## config.mk

```make
export PLATFORM = sky130hd
export DESIGN_NAME = kv_cache_controller
export DESIGN_NICKNAME = d
export VERILOG_FILES = /design/src/rtl/ctrl_types_pkg.sv /design/src/rtl/if_types_pkg.sv /design/src/rtl/cache_entry_store.sv /design/src/rtl/kv_cache_controller.sv
export SDC_FILE = /design/constraint.sdc
export NUM_CORES = 1
export LEC_CHECK = 0
export BUFFER_PORTS_ARGS = -buffer_cell sky130_fd_sc_hd__buf_2
export CAP_MARGIN = 20
export CORE_ASPECT_RATIO = 1.75
export CORE_MARGIN = 5
export CORE_UTILIZATION = 40
export CTS_CLUSTER_DIAMETER = 50
export CTS_CLUSTER_SIZE = 28
export DETAILED_ROUTE_END_ITERATION = 12
export HOLD_SLACK_MARGIN = 0.08
export PLACE_DENSITY = 0.67
export SLEW_MARGIN = 20
export SYNTH_ARGS = -nofsm -noshare
export SYNTH_HDL_FRONTEND = slang
export SYNTH_SLANG_ARGS = --single-unit
```

## constraint.sdc

```tcl
create_clock -name clk -period 13.1 [get_ports clk]
set_input_delay 1.31 -clock clk [delete_from_list [all_inputs] [get_ports clk]]
set_output_delay 1.31 -clock clk [all_outputs]
set_load 0.02 [all_outputs]
```

## src/rtl/ctrl_types_pkg.sv

```systemverilog
// rtl/ctrl_types_pkg.sv - operation and controller state encodings
// Constants and enums only; no ports.
package ctrl_types_pkg;
  // Three bits so that encodings 4..7 exist and are treated as unknown.
  localparam int OP_WIDTH = 3;

  typedef enum logic [OP_WIDTH-1:0] {
    NOOP   = 3'd0,
    READ   = 3'd1,
    UPSERT = 3'd2,
    DELETE = 3'd3
  } operation_e;

  typedef enum logic [2:0] {
    IDLE     = 3'd0,
    SEARCH   = 3'd1,
    EXEC     = 3'd2,
    RESPOND  = 3'd3,
    WAIT_CLR = 3'd4
  } ctrl_state_e;
endpackage

```

## src/rtl/if_types_pkg.sv

```systemverilog
// rtl/if_types_pkg.sv - key/value field widths of the OBI cache interface
// Constants only; no ports.
package if_types_pkg;
  localparam int KEY_WIDTH   = 32;
  localparam int VALUE_WIDTH = 64;
endpackage

```

## src/rtl/cache_entry_store.sv

```systemverilog
// rtl/cache_entry_store.sv - flop-based key/value slot array with occupancy count
// Ports:
//   clk, rst            clock, asynchronous active-high reset (valid bits and count only)
//   i_rd_idx            combinational read address
//   o_rd_valid/key/value  slot contents at i_rd_idx
//   i_wr_en, i_wr_idx, i_wr_key, i_wr_value  write key/value and set valid
//   i_clr_en, i_clr_idx clear the valid bit of one slot (key/value untouched)
//   o_occupancy         number of valid slots
module cache_entry_store
  import if_types_pkg::*;
#(
  parameter int NUM_ENTRIES = 8,
  localparam int IDX_W = $clog2(NUM_ENTRIES),
  localparam int OCC_W = $clog2(NUM_ENTRIES + 1)
) (
  input  logic                   clk,
  input  logic                   rst,
  input  logic [IDX_W-1:0]       i_rd_idx,
  output logic                   o_rd_valid,
  output logic [KEY_WIDTH-1:0]   o_rd_key,
  output logic [VALUE_WIDTH-1:0] o_rd_value,
  input  logic                   i_wr_en,
  input  logic [IDX_W-1:0]       i_wr_idx,
  input  logic [KEY_WIDTH-1:0]   i_wr_key,
  input  logic [VALUE_WIDTH-1:0] i_wr_value,
  input  logic                   i_clr_en,
  input  logic [IDX_W-1:0]       i_clr_idx,
  output logic [OCC_W-1:0]       o_occupancy
);

  logic [NUM_ENTRIES-1:0] r_valid;
  logic [KEY_WIDTH-1:0]   r_key   [NUM_ENTRIES];
  logic [VALUE_WIDTH-1:0] r_value [NUM_ENTRIES];
  logic [OCC_W-1:0]       r_occ;

  assign o_rd_valid  = r_valid[i_rd_idx];
  assign o_rd_key    = r_key[i_rd_idx];
  assign o_rd_value  = r_value[i_rd_idx];
  assign o_occupancy = r_occ;

  // Occupancy tracks valid-bit transitions only: rewriting an already valid
  // slot (overwrite) or clearing an empty one leaves the count alone.
  always_ff @(posedge clk or posedge rst) begin
    if (rst) begin
      r_valid <= '0;
      r_occ   <= '0;
    end else if (i_wr_en) begin
      r_valid[i_wr_idx] <= 1'b1;
      if (!r_valid[i_wr_idx]) r_occ <= r_occ + OCC_W'(1);
    end else if (i_clr_en) begin
      r_valid[i_clr_idx] <= 1'b0;
      if (r_valid[i_clr_idx]) r_occ <= r_occ - OCC_W'(1);
    end
  end

  always_ff @(posedge clk) begin
    if (i_wr_en) begin
      r_key[i_wr_idx]   <= i_wr_key;
      r_value[i_wr_idx] <= i_wr_value;
    end
  end

endmodule

```

## src/rtl/kv_cache_controller.sv

```systemverilog
// rtl/kv_cache_controller.sv - linear-scan key/value controller (READ/UPSERT/DELETE)
// Ports:
//   clk, rst            clock, asynchronous active-high reset
//   operation_in        requested operation, NOOP = no request
//   key_in, value_in    request key and UPSERT data, sampled only in IDLE
//   ready_out           one-cycle result pulse (RESPOND)
//   op_succ_out         success flag, updated at the end of EXEC
//   value_out           READ data, updated at the end of EXEC
//   occupancy           number of valid entries
//   busy                high whenever the FSM is not in IDLE
module kv_cache_controller
  import ctrl_types_pkg::*;
  import if_types_pkg::*;
#(
  parameter int NUM_ENTRIES = 8
) (
  input  logic                               clk,
  input  logic                               rst,
  input  operation_e                         operation_in,
  input  logic [KEY_WIDTH-1:0]               key_in,
  input  logic [VALUE_WIDTH-1:0]             value_in,
  output logic                               ready_out,
  output logic                               op_succ_out,
  output logic [VALUE_WIDTH-1:0]             value_out,
  output logic [$clog2(NUM_ENTRIES+1)-1:0]   occupancy,
  output logic                               busy
);

  localparam int IDX_W = $clog2(NUM_ENTRIES);
  localparam logic [IDX_W-1:0] LAST_IDX = IDX_W'(NUM_ENTRIES - 1);

  ctrl_state_e            r_state, w_state_nxt;
  logic [IDX_W-1:0]       r_idx;
  operation_e             r_op;
  logic [KEY_WIDTH-1:0]   r_key;
  logic [VALUE_WIDTH-1:0] r_value;
  logic                   r_hit, r_free;
  logic [IDX_W-1:0]       r_hit_idx, r_free_idx;
  logic                   r_succ;
  logic [VALUE_WIDTH-1:0] r_value_out;

  logic [IDX_W-1:0]       w_rd_idx;
  logic                   w_rd_valid;
  logic [KEY_WIDTH-1:0]   w_rd_key;
  logic [VALUE_WIDTH-1:0] w_rd_value;
  logic                   w_wr_en, w_clr_en;
  logic [IDX_W-1:0]       w_wr_idx;
  logic                   w_exec_succ;
  logic [VALUE_WIDTH-1:0] w_exec_value;

  // The scan drives the read port from the counter; in EXEC it is pointed at
  // the recorded hit so READ can return the stored value.
  assign w_rd_idx = (r_state == EXEC) ? r_hit_idx : r_idx;

  cache_entry_store #(.NUM_ENTRIES(NUM_ENTRIES)) u_store (
    .clk         (clk),
    .rst         (rst),
    .i_rd_idx    (w_rd_idx),
    .o_rd_valid  (w_rd_valid),
    .o_rd_key    (w_rd_key),
    .o_rd_value  (w_rd_value),
    .i_wr_en     (w_wr_en),
    .i_wr_idx    (w_wr_idx),
    .i_wr_key    (r_key),
    .i_wr_value  (r_value),
    .i_clr_en    (w_clr_en),
    .i_clr_idx   (r_hit_idx),
    .o_occupancy (occupancy)
  );

  always_ff @(posedge clk or posedge rst) begin
    if (rst) r_state <= IDLE;
    else     r_state <= w_state_nxt;
  end

  always_comb begin
    w_state_nxt = r_state;
    ready_out   = 1'b0;
    busy        = (r_state != IDLE);
    case (r_state)
      IDLE:     if (operation_in != NOOP) w_state_nxt = SEARCH;
      SEARCH:   if (r_idx == LAST_IDX) w_state_nxt = EXEC;
      EXEC:     w_state_nxt = RESPOND;
      RESPOND: begin
        ready_out   = 1'b1;
        w_state_nxt = WAIT_CLR;
      end
      // Waiting for NOOP keeps a request held by upstream from re-executing.
      WAIT_CLR: if (operation_in == NOOP) w_state_nxt = IDLE;
      default:  w_state_nxt = IDLE;
    endcase
  end

  always_comb begin
    w_wr_en      = 1'b0;
    w_wr_idx     = r_hit_idx;
    w_clr_en     = 1'b0;
    w_exec_succ  = 1'b0;
    w_exec_value = '0;
    if (r_state == EXEC) begin
      case (r_op)
        READ: if (r_hit) begin
          w_exec_succ  = 1'b1;
          w_exec_value = w_rd_value;
        end
        UPSERT: if (r_hit) begin
          w_wr_en     = 1'b1;
          w_exec_succ = 1'b1;
        end else if (r_free) begin
          w_wr_en     = 1'b1;
          w_wr_idx    = r_free_idx;
          w_exec_succ = 1'b1;
        end
        DELETE: if (r_hit) begin
          w_clr_en    = 1'b1;
          w_exec_succ = 1'b1;
        end
        default: ;
      endcase
    end
  end

  always_ff @(posedge clk or posedge rst) begin
    if (rst) begin
      r_idx       <= '0;
      r_op        <= NOOP;
      r_key       <= '0;
      r_value     <= '0;
      r_hit       <= 1'b0;
      r_free      <= 1'b0;
      r_hit_idx   <= '0;
      r_free_idx  <= '0;
      r_succ      <= 1'b0;
      r_value_out <= '0;
    end else begin
      case (r_state)
        IDLE: if (operation_in != NOOP) begin
          r_op    <= operation_in;
          r_key   <= key_in;
          r_value <= value_in;
          r_hit   <= 1'b0;
          r_free  <= 1'b0;
          r_idx   <= '0;
        end
        SEARCH: begin
          if (w_rd_valid && (w_rd_key == r_key)) begin
            r_hit     <= 1'b1;
            r_hit_idx <= r_idx;
          end
          // First empty slot seen wins, giving the lowest free index.
          if (!w_rd_valid && !r_free) begin
            r_free     <= 1'b1;
            r_free_idx <= r_idx;
          end
          if (r_idx != LAST_IDX) r_idx <= r_idx + IDX_W'(1);
        end
        EXEC: begin
          r_succ      <= w_exec_succ;
          r_value_out <= w_exec_value;
        end
        default: ;
      endcase
    end
  end

  assign op_succ_out = r_succ;
  assign value_out   = r_value_out;

endmodule

```

# [Word level (Yosys, flattened, before mapping)]
# Memories as Yosys holds them, arrays and structs flattened.
# Cells that the tools add are included.
[word_totals] register_bits=190 ramBits=768 in_bits=101 out_inout_bits=71 elab_cells=111 mem_count=2
[op_classes] n_addsub=3 order_cmp=5 eq_ne=17 muxes=46 bitwise=3 n_reduce_logical=22
[mem_list] name="u_store.r_value" words=8 width=64 rd=1 rd_clocked_by_memory_dff=0 wr=1 line="cache_entry_store.sv:33" text="logic [VALUE_WIDTH-1:0] r_value [NUM_ENTRIES];"
[mem_list] name="u_store.r_key" words=8 width=32 rd=1 rd_clocked_by_memory_dff=0 wr=1 line="cache_entry_store.sv:32" text="logic [KEY_WIDTH-1:0] r_key [NUM_ENTRIES];"
[op_table] op="2-to-1 mux 64 bit" count=2
[op_table] op="equality test 32 bit" count=1
[op_table] op="2-to-1 mux 3 bit" count=10
[op_table] op="2-to-1 mux 1 bit" count=18
[op_table] op="2-to-1 mux 4 bit" count=4
[op_table] op="2-to-1 mux 8 bit" count=2
[op_table] op="one-hot mux 3 bit (5 select lines)" count=1
[op_table] op="AND reduction 3 bit" count=5
[op_table] op="!= test 2 bit, second input constant" count=7
[op_table] op="equality test 3 x 2 -> 1 bit, second input constant" count=4
[op_table] op="< comparator 3 x 4 -> 1 bit, second input constant" count=3
[op_table] op="binary-select mux 1 bit (select 3 bit)" count=3
[op_table] op="bitwise AND 8 bit" count=1
[op_table] op="NOT 8 bit" count=1
[op_table] op="OR 8 bit" count=1
[op_table] op="demux 1 bit (select 3 bit)" count=2
[op_table] op="equality test 3 x 1 -> 1 bit, second input constant" count=2
[op_table] op="equality test 3 bit, second input constant" count=2
[op_table] op=">= comparator 3 x 1 -> 1 bit, second input constant" count=2
[op_table] op="zero test 3 bit" count=2
[op_table] op="one-hot mux 1 bit (2 select lines)" count=3
[op_table] op="one-hot mux 3 bit (2 select lines)" count=1
[op_table] op="AND reduction 2 bit" count=3
[op_table] op="nonzero test 2 bit" count=3
[op_table] op="other kinds (8)" count=13

# [Longest topological paths before layout]
# Gate-level depths: netlist of the first run.
[depth] depth_word=10 mapped_depth=15 mapped_depth_nobuf=10

# [By module]
# A second synthesis of the first run with hierarchy kept.
[hier_totals] cells_unflattened=1665 hier_area_um2=36680.2
[by_module_without_submodules] module="cache_entry_store" n_inst=1 cells_each=1190 area_per_inst_um2=29638.4 seq_area_each_um2=23362.4
[by_module_without_submodules] module="kv_cache_controller" n_inst=1 cells_each=475 area_per_inst_um2=7041.8 seq_area_each_um2=4454.3

# [Worst setup path before layout of the first run]
# No wires, ideal clock.
[synth_timing] kind="reg2reg" from="reg r_state[2]" to="mem u_store.r_key[6][0], enable pin" setup_ns=0.669 t_arrival_ns=8.597 required_ns=12.431 path_slack_ns=3.834 path_stages_with_launch=10 n_path_buf=3 period_less_slack_ns=9.266 cell_sequence="dfrtp_1 buf_6 or3b_1 buf_6 buf_6 nor4b_4 nand3b_2 mux2i_1 nand2_1 nor3_1"
[synth_via] elab_chain_cells=4 word_cells_on_any_way=5 classes_between="eq/ne (1); mux (4)"
[synth_lines] element="start, declared" line="kv_cache_controller.sv:32" text="ctrl_state_e r_state, w_state_nxt;"
[synth_lines] element="start signal, assigned" line="kv_cache_controller.sv:73" text="else r_state <= w_state_nxt;"
[synth_lines] element="equality test 3 x 2 -> 1 bit *" line="kv_cache_controller.sv:100" text="if (r_state == EXEC) begin"
[synth_lines] element="2-to-1 mux 1 bit" line="kv_cache_controller.sv:100"
[synth_lines] element="2-to-1 mux 1 bit" line="cache_entry_store.sv:57" text="if (i_wr_en) begin"
[synth_lines] element="2-to-1 mux 1 bit (not written as such)" line="cache_entry_store.sv:58" text="r_key[i_wr_idx] <= i_wr_key;"
[synth_lines] element="end, declared" line="cache_entry_store.sv:32"
# Every way passes the cells marked *; elsewhere a longest branch is shown, timed or not.

# [Final worst setup path of the first run]
[layout_timing] from="reg r_state[1]" to="reg r_hit_idx[1]"
[layout_via] elab_chain_cells=6 word_cells_on_any_way=9 classes_between="eq/ne (3); mux (3); reduce/logical (2); memory (1)"
[layout_lines] element="equality test 3 x 2 -> 1 bit" line="kv_cache_controller.sv:53" text="assign w_rd_idx = (r_state == EXEC) ? r_hit_idx : r_idx;"
[layout_lines] element="2-to-1 mux 3 bit" line="kv_cache_controller.sv:53"
[layout_lines] element="memory read (8 x 32 bit) or binary-select mux 1 bit (select 3 bit) (tied branches)"
[layout_lines] element="equality test 32 bit or 2-to-1 mux 1 bit (tied branches)" line="kv_cache_controller.sv:146, cache_entry_store.sv:36"
[layout_lines] element="logical AND 1 bit" line="kv_cache_controller.sv:146" text="if (w_rd_valid && (w_rd_key == r_key)) begin"
[layout_lines] element="AND reduction 2 bit (no line) *"
[layout_lines] element="end signal, assigned" line="kv_cache_controller.sv:148" text="r_hit_idx <= r_idx;"
[layout_lines] element="end, declared" line="kv_cache_controller.sv:38" text="logic [IDX_W-1:0] r_hit_idx, r_free_idx;"
# Every way passes the cells marked *; elsewhere a longest branch is shown, timed or not. The select of a mux whose other input is x is not followed.
# A chain may end at the register's enable or synchronous reset.

==> results of run 1 <==
-- layout make-up --
type                       count  area [um^2]
antenna                        1        2.502
clock buffer                  67         1549
clock inverter                43        636.9
fill                        8252        52020
inverter                       8        37.54
multi-input combinational   1680         9364
sequential                   958        27820
tap                         1208         1511
timing repair buffer         216         1206
-- worst max path at each step --
| stage | cells after the start | to | slack, ps | from |
|---|---|---|---|---|
| 6_report | 13 | r_hit_idx[1] | 6960 | r_state[1] |
| 3_3_place_gp | 13 | r_hit_idx[1] | 6980 | r_state[1] |
| 5_1_grt | 12 | r_hit_idx[1] | 6590 | r_state[1] |
| 3_5_place_dp | 13 | r_hit_idx[1] | 6960 | r_state[1] |
| 2_1_floorplan | 9 | u_store.r_key[6][0] | 3830 | r_state[2] |
| 4_1_cts | 13 | r_hit_idx[1] | 6940 | r_state[1] |
-- logic make-up (layout without fill, tap and decap cells) --
family	after synthesis	count (layout)
AND/OR/NAND/NOR	1183	1183
flip-flops	958	958
AO/OA/AOI/OAI	309	309
buffers and inverters	180	334
multiplexers	152	152
XOR/XNOR	31	31
adder cells (fa/ha/maj)	5	5
other	0	1
-- report_power, final --
group	leakage [nW]	switching, mW	internal, mW
logic	5.11	1.51	0.875
registers	9.33	0.456	3.83
clock network	1.05	1.16	0.969
total	15.5	3.12	5.67
-- routing by layer --
layer	track usage (%)	routed length, um	vias to the layer above
met1	21.74	35930	11314
met4	5.100	2523	2
met5	0	20	-
met3	2.299	4528	149
met2	31.97	47830	635
li1	-	-	10435
-- cells in the mapped netlist, drive strengths merged, types with 17 or more instances --
library cell and count:
edfxtp 768, nand2 759, nand3 288, dfrtp 190
clkbuf 123, mux2 107, a21oi 80, o21ai 79
a31oi 71, and3 68, buf 49, mux2i 34
nor2 19, a32oi 17
-- flip-flops by register name, summed over array words and instances (netlist names), 4 cells and up --
register	flops
u_store.r_key	256
u_store.o_occupancy	4
r_key	32
u_store.r_value	512
r_value	64
u_store.r_valid	8
value_out	64
-- cells in the final DEF, fill, tap and decap left out, types with 6 or more instances in the layout --
cell type,n
nor2_1,14
a21oi_1,77
clkbuf_16,61
xnor2_1,15
a21o_1,10
and3_1,68
a32oi_1,16
buf_2,171
buf_4,44
inv_1,6
o21ai_0,79
xor2_1,16
a31oi_1,71
inv_8,10
edfxtp_1,768
clkbuf_1,6
nand3_1,288
a221oi_1,9
mux2_2,103
a22o_1,7
nand2_1,758
nor3_1,6
inv_12,13
nand2b_1,8
a22oi_1,15
dfrtp_1,190
mux4_2,11
nor2b_1,6
mux2i_1,27
-- stage by stage --
stage	setup WS [ps]	utilization, %	std cells
2_1_floorplan	3834	-	2818
3_3_place_gp	6983	42.41	4070
3_5_place_dp	6962	42.42	4070
4_1_cts	6943	44.74	4180
5_1_grt	6593	44.74	4180
6_report	6961	44.74	4181
==> metrics.txt, run 1 <==
outcome finished, final reports clean; Synth Area in Adders less than 1%; clk_lat worst skew 670 ps; die area between 100000 and 150000 um^2; Synth area leader edfxtp_1; FF-to-FF path depth 13; DR vias between 20000 and 25000; ys flop type edfxtp_1; Total Wirelength 90.84 mm; Starting Density 40.17%; Remaining Overflow, GRT 0; clk_skew approximately 41 ps; PD cells between 200 and 250 nW/um^2; Yosys warning count 0; hold_ws between 400 and 500 ps; initial antenna violation count 5; dpl hpwl 52.45 mm; critical path type reg2reg; total power 8.798 mW; DR WL/cell 21.73 um; Max IR drop VDD between 0.0001 and 0.00015 V; port bufs approximately 170; CP max FO 64; layout cell share with drive strength beyond 1 15.71%; total negative slack 0 ps; FF-to-FF End r_hit_idx[1]; fin nets 3028; clock root cell clkbuf_16; WP buf/inv 3; Mean Syn Cell Area between 10 and 15 um^2; Seq/Total Area, Yosys around three quarters; vias in the first global route 22614; Netlist cell types 64; largest family of logic cells by synthesized area simple AND/OR/NAND/NOR gates; hold path startpoint u_store.o_occupancy[3]; critical path's slowest cell or3b_4; nature of the critical path startpoint register; mux contribution to synthesized area 4.923%; I/O pin cnt 172; first-pass GRT wire length 138.1 mm; WHS Endpoint u_store.o_occupancy[3]; largest cells by area after synthesis edfxtp_1 (61%), dfrtp_1 (13%), nand2_1 (7.5%), nand3_1 (3.8%), mux2_2 (3.1%); CP required approximately 14000 ps; Post-Syn Area roughly 38000 um^2; Die W between 200 and 250 um; cts-stage hold buffer count 0; largest net degree at the start of global routing 139; Longest Clk Path Bufs 3; Final Cell Area 42120 um^2; CTS sink count 958; RSZ-0062 raised after global routing no; fmax 162.9 MHz; post-route ant nets 0; worst-margin pin slew 1140 ps; crit-path cells or3b_4 > buf_4 > a21o_4 > buf_4 > buf_4 > a21oi_1 > a22oi_1 > and3_1 > xor2_1 > nor4_1 > nand4b_1 > nor4_4 > mux2_4; reg2reg setup slack 6960 ps; crit-path most repeated cell buf_4; CTS buffer count 58; Post-synth ARST share 19.83%; Fin. Hold Viols 0; Syn Nets 2924; Synth Area in Compound Gates 5.039%; DP Area between 30000 and 40000 um^2; cts repair resizes 0; crit-path leading delay family buffers and inverters; Final min period between 6000 and 7000 ps; post-synthesis simple-gate area fraction 13.62%; nature of the critical path endpoint register; Clk pin slew, worst setup/hold paths 90 ps; slew margin rel. 23.72%; # DRC 0; Setup Buffers After CTS 0; Finish-stage setup viols 0; Yosys top cell area share 60.98%; Post-synth EDFFs between 700 and 800; Area growth syn-to-layout 11.39%; MaxCap Viol Count 0; Routability Congestion 0.7905; CTS H-tree depth 2; CTS tree yes; final period utilization a little under half; reg-to-reg startpoint r_state[1]; arrival time worst endpoint 6690 ps; FF+latch count, synth 958; cells after synthesis about 2800; Floorplan Core Area 94150 um^2; GR Util All Layers 17.49%; vias per inst 5.390; Leakage 15.49 nW; 1st-iter DRT viols between 1500 and 2000; FP Rows 149; Worst path max stage delay roughly 760 ps; Hold Crit Depth 1; Synth Area in XOR/XNOR less than 1%; DIE HEIGHT 416.8 um; Hold Crit Class reg2reg; max-slew violation count 0; DR pass1 iterations 5
(Power assumes the default switching activity.)
==> run 2: changes to the inputs <==
==> constraint.sdc (replaced) <==
create_clock -name clk -period 6 [get_ports clk]
set_input_delay 0.6 -clock clk [delete_from_list [all_inputs] [get_ports clk]]
set_output_delay 0.6 -clock clk [all_outputs]
set_load 0.02 [all_outputs]
==> run 2 against run 1 <==
Effect of this change:
- sequential share of layout area down 0.84 points
- flip-flop and latch count unchanged
- register-to-register slack worse by 5700 ps
- non-clock buffer count up 11
- wire length up 1.8%
- critical endpoint unchanged
- largest power group unchanged
==> metrics.txt, run 2 (synthesis gave the netlist of run 1 again) <==
outcome finished, final reports clean; Clk pin slew, worst setup/hold paths approximately 100 ps; DP Worst Slack 1294 ps; FF-to-FF path depth 11; Max IR drop VDD 0.0003201 V; Area growth syn-to-layout 12.83%; MaxCap Viol Count 0; Fin. Hold Viols 0; DR pass1 iterations 7; Total Wirelength 92.48 mm; nature of the critical path startpoint register; Remaining Overflow, GRT 0; # DRC 0; cts repair resizes 0; Setup crit start r_state[1]; CP max FO 38; worst-margin pin slew 1024 ps; die area 101000 um^2; Setup Buffers After CTS 0; reg-to-reg startpoint r_state[1]; arrival time worst endpoint about 5300 ps; number of flip-flops under the largest register name 512; port bufs around 170; CTS H-tree depth 3; critical path type reg2reg; nature of the critical path endpoint register; vias in the first global route 23052; total power 19.75 mW; top flop regs u_store.r_value (512), u_store.r_key (256); Leakage between 15 and 20 nW; Hold Crit Class in2reg; most common cell after layout, fill and taps aside edfxtp_1; CTS buffer count 68; fmax between 200 and 250 MHz; reg2reg setup slack around 1300 ps; final core utilization 45.32%; dpl cells 4080; GR Util All Layers between 10% and 20%; post-route ant nets 0; PD cells 462.9 nW/um^2; fin nets 3049; largest net degree at the start of global routing around 130; clk_skew approximately 46 ps; cts-stage hold buffer count 1; Die W around 240 um; DR WL/cell 21.97 um; most frequent cells in the layout edfxtp_1 (768), nand2_1 (758), nand3_1 (288), dfrtp_1 (190), buf_2 (171); final worst slack 1271 ps; Critical Path End r_hit_idx[1]; I/O pin cnt 172; Most flops, register u_store.r_value; layout cell share with drive strength beyond 1 16.54%; clk_lat worst skew 670 ps; RSZ-0062 raised after global routing no; dpl hpwl 52.09 mm; slew margin rel. 30.25%; max-slew violation count 0; vias per inst 5.435; initial antenna violation count 2; DIE HEIGHT 416.8 um; Routability Congestion 0.7836; first-pass GRT wire length 140.8 mm; CP required 6550 ps; DR vias between 20000 and 25000; FP Rows approximately 150; Floorplan Core Area roughly 94000 um^2; Finish-stage setup viols 0; Longest Clk Path Bufs 3; CTS sink count about 960; CTS tree yes; FF-to-FF End r_hit_idx[1]; 1st-iter DRT viols 1877; Non-Filler Instances 4210; Final min period about 4700 ps; total negative slack 0 ps; Starting Density 40.17%; clock root cell clkbuf_16; final period utilization 78.82%
run 2: changes by cell type in the layout (fill, tap and decap cells not counted), moves of 2 or more:
cell	change
diode_2	+2
inv_12	-3
buf_12	+10
clkbuf_1	-5
nor3_2	-2
nor3_4	+2
clkbuf_16	+9
clkinv_2	+4
inv_6	+7
run 2: where the power goes:
| part | total [mW] | switching [mW] | internal (mW) | leakage, nW |
|---|---|---|---|---|
| sequential | 9.36 | 1.00 | 8.36 | 9.33 |
| clock | 5.11 | 2.69 | 2.42 | 1.21 |
| combinational | 5.28 | 3.33 | 1.95 | 5.23 |
| total | 19.8 | 7.02 | 12.7 | 15.8 |
run 2: area by class of cell:
| cell class | count | area (um^2) |
|---|---|---|
| multi-input combinational | 1680 | 9373 |
| clock inverter | 55 | 745.7 |
| fill | 8227 | 51480 |
| sequential | 958 | 27820 |
| antenna | 3 | 7.507 |
| inverter | 8 | 37.54 |
| clock buffer | 71 | 1755 |
| tap | 1208 | 1511 |
| timing repair buffer | 227 | 1420 |
run 2: layer usage:
layer,vias to the layer above,global-route usage [%],part of all wire (%)
met3,136,2.600,4.7
met1,11626,21.98,40
met2,622,32.68,53
met4,0,5.845,2.7
li1,10497,-,-
met5,-,0,0
run 2: worst min-delay path by stage:
stage,start,to,slack [ps],cells after the start
2_1_floorplan,r_free_idx[0],r_free_idx[0],480,1
3_3_place_gp,value_out[38],value_out[38],460,2
6_report,value_in[42],r_value[42],150,2
3_5_place_dp,value_out[38],value_out[38],460,2
5_1_grt,value_in[42],r_value[42],100,2
4_1_cts,value_in[42],r_value[42],90,2
run 2: stage by stage:
step,hold WS [ps],instance area [um^2]
2_1_floorplan,480.0,37830
3_3_place_gp,456.7,40140
3_5_place_dp,464.4,40140
4_1_cts,93.02,42660
5_1_grt,104.9,42660
6_report,148.3,42670
run 2: critical path, cell delays in order, from the launching register on:
cell,delay [ps]
dfrtp_1,480
or3b_4,800
mux2i_4,960
buf_4,370
a21oi_1,90
a32oi_1,210
nand3_1,120
xor2_1,270
o2111ai_1,160
or3_1,460
nor4_4,330
mux2_4,330
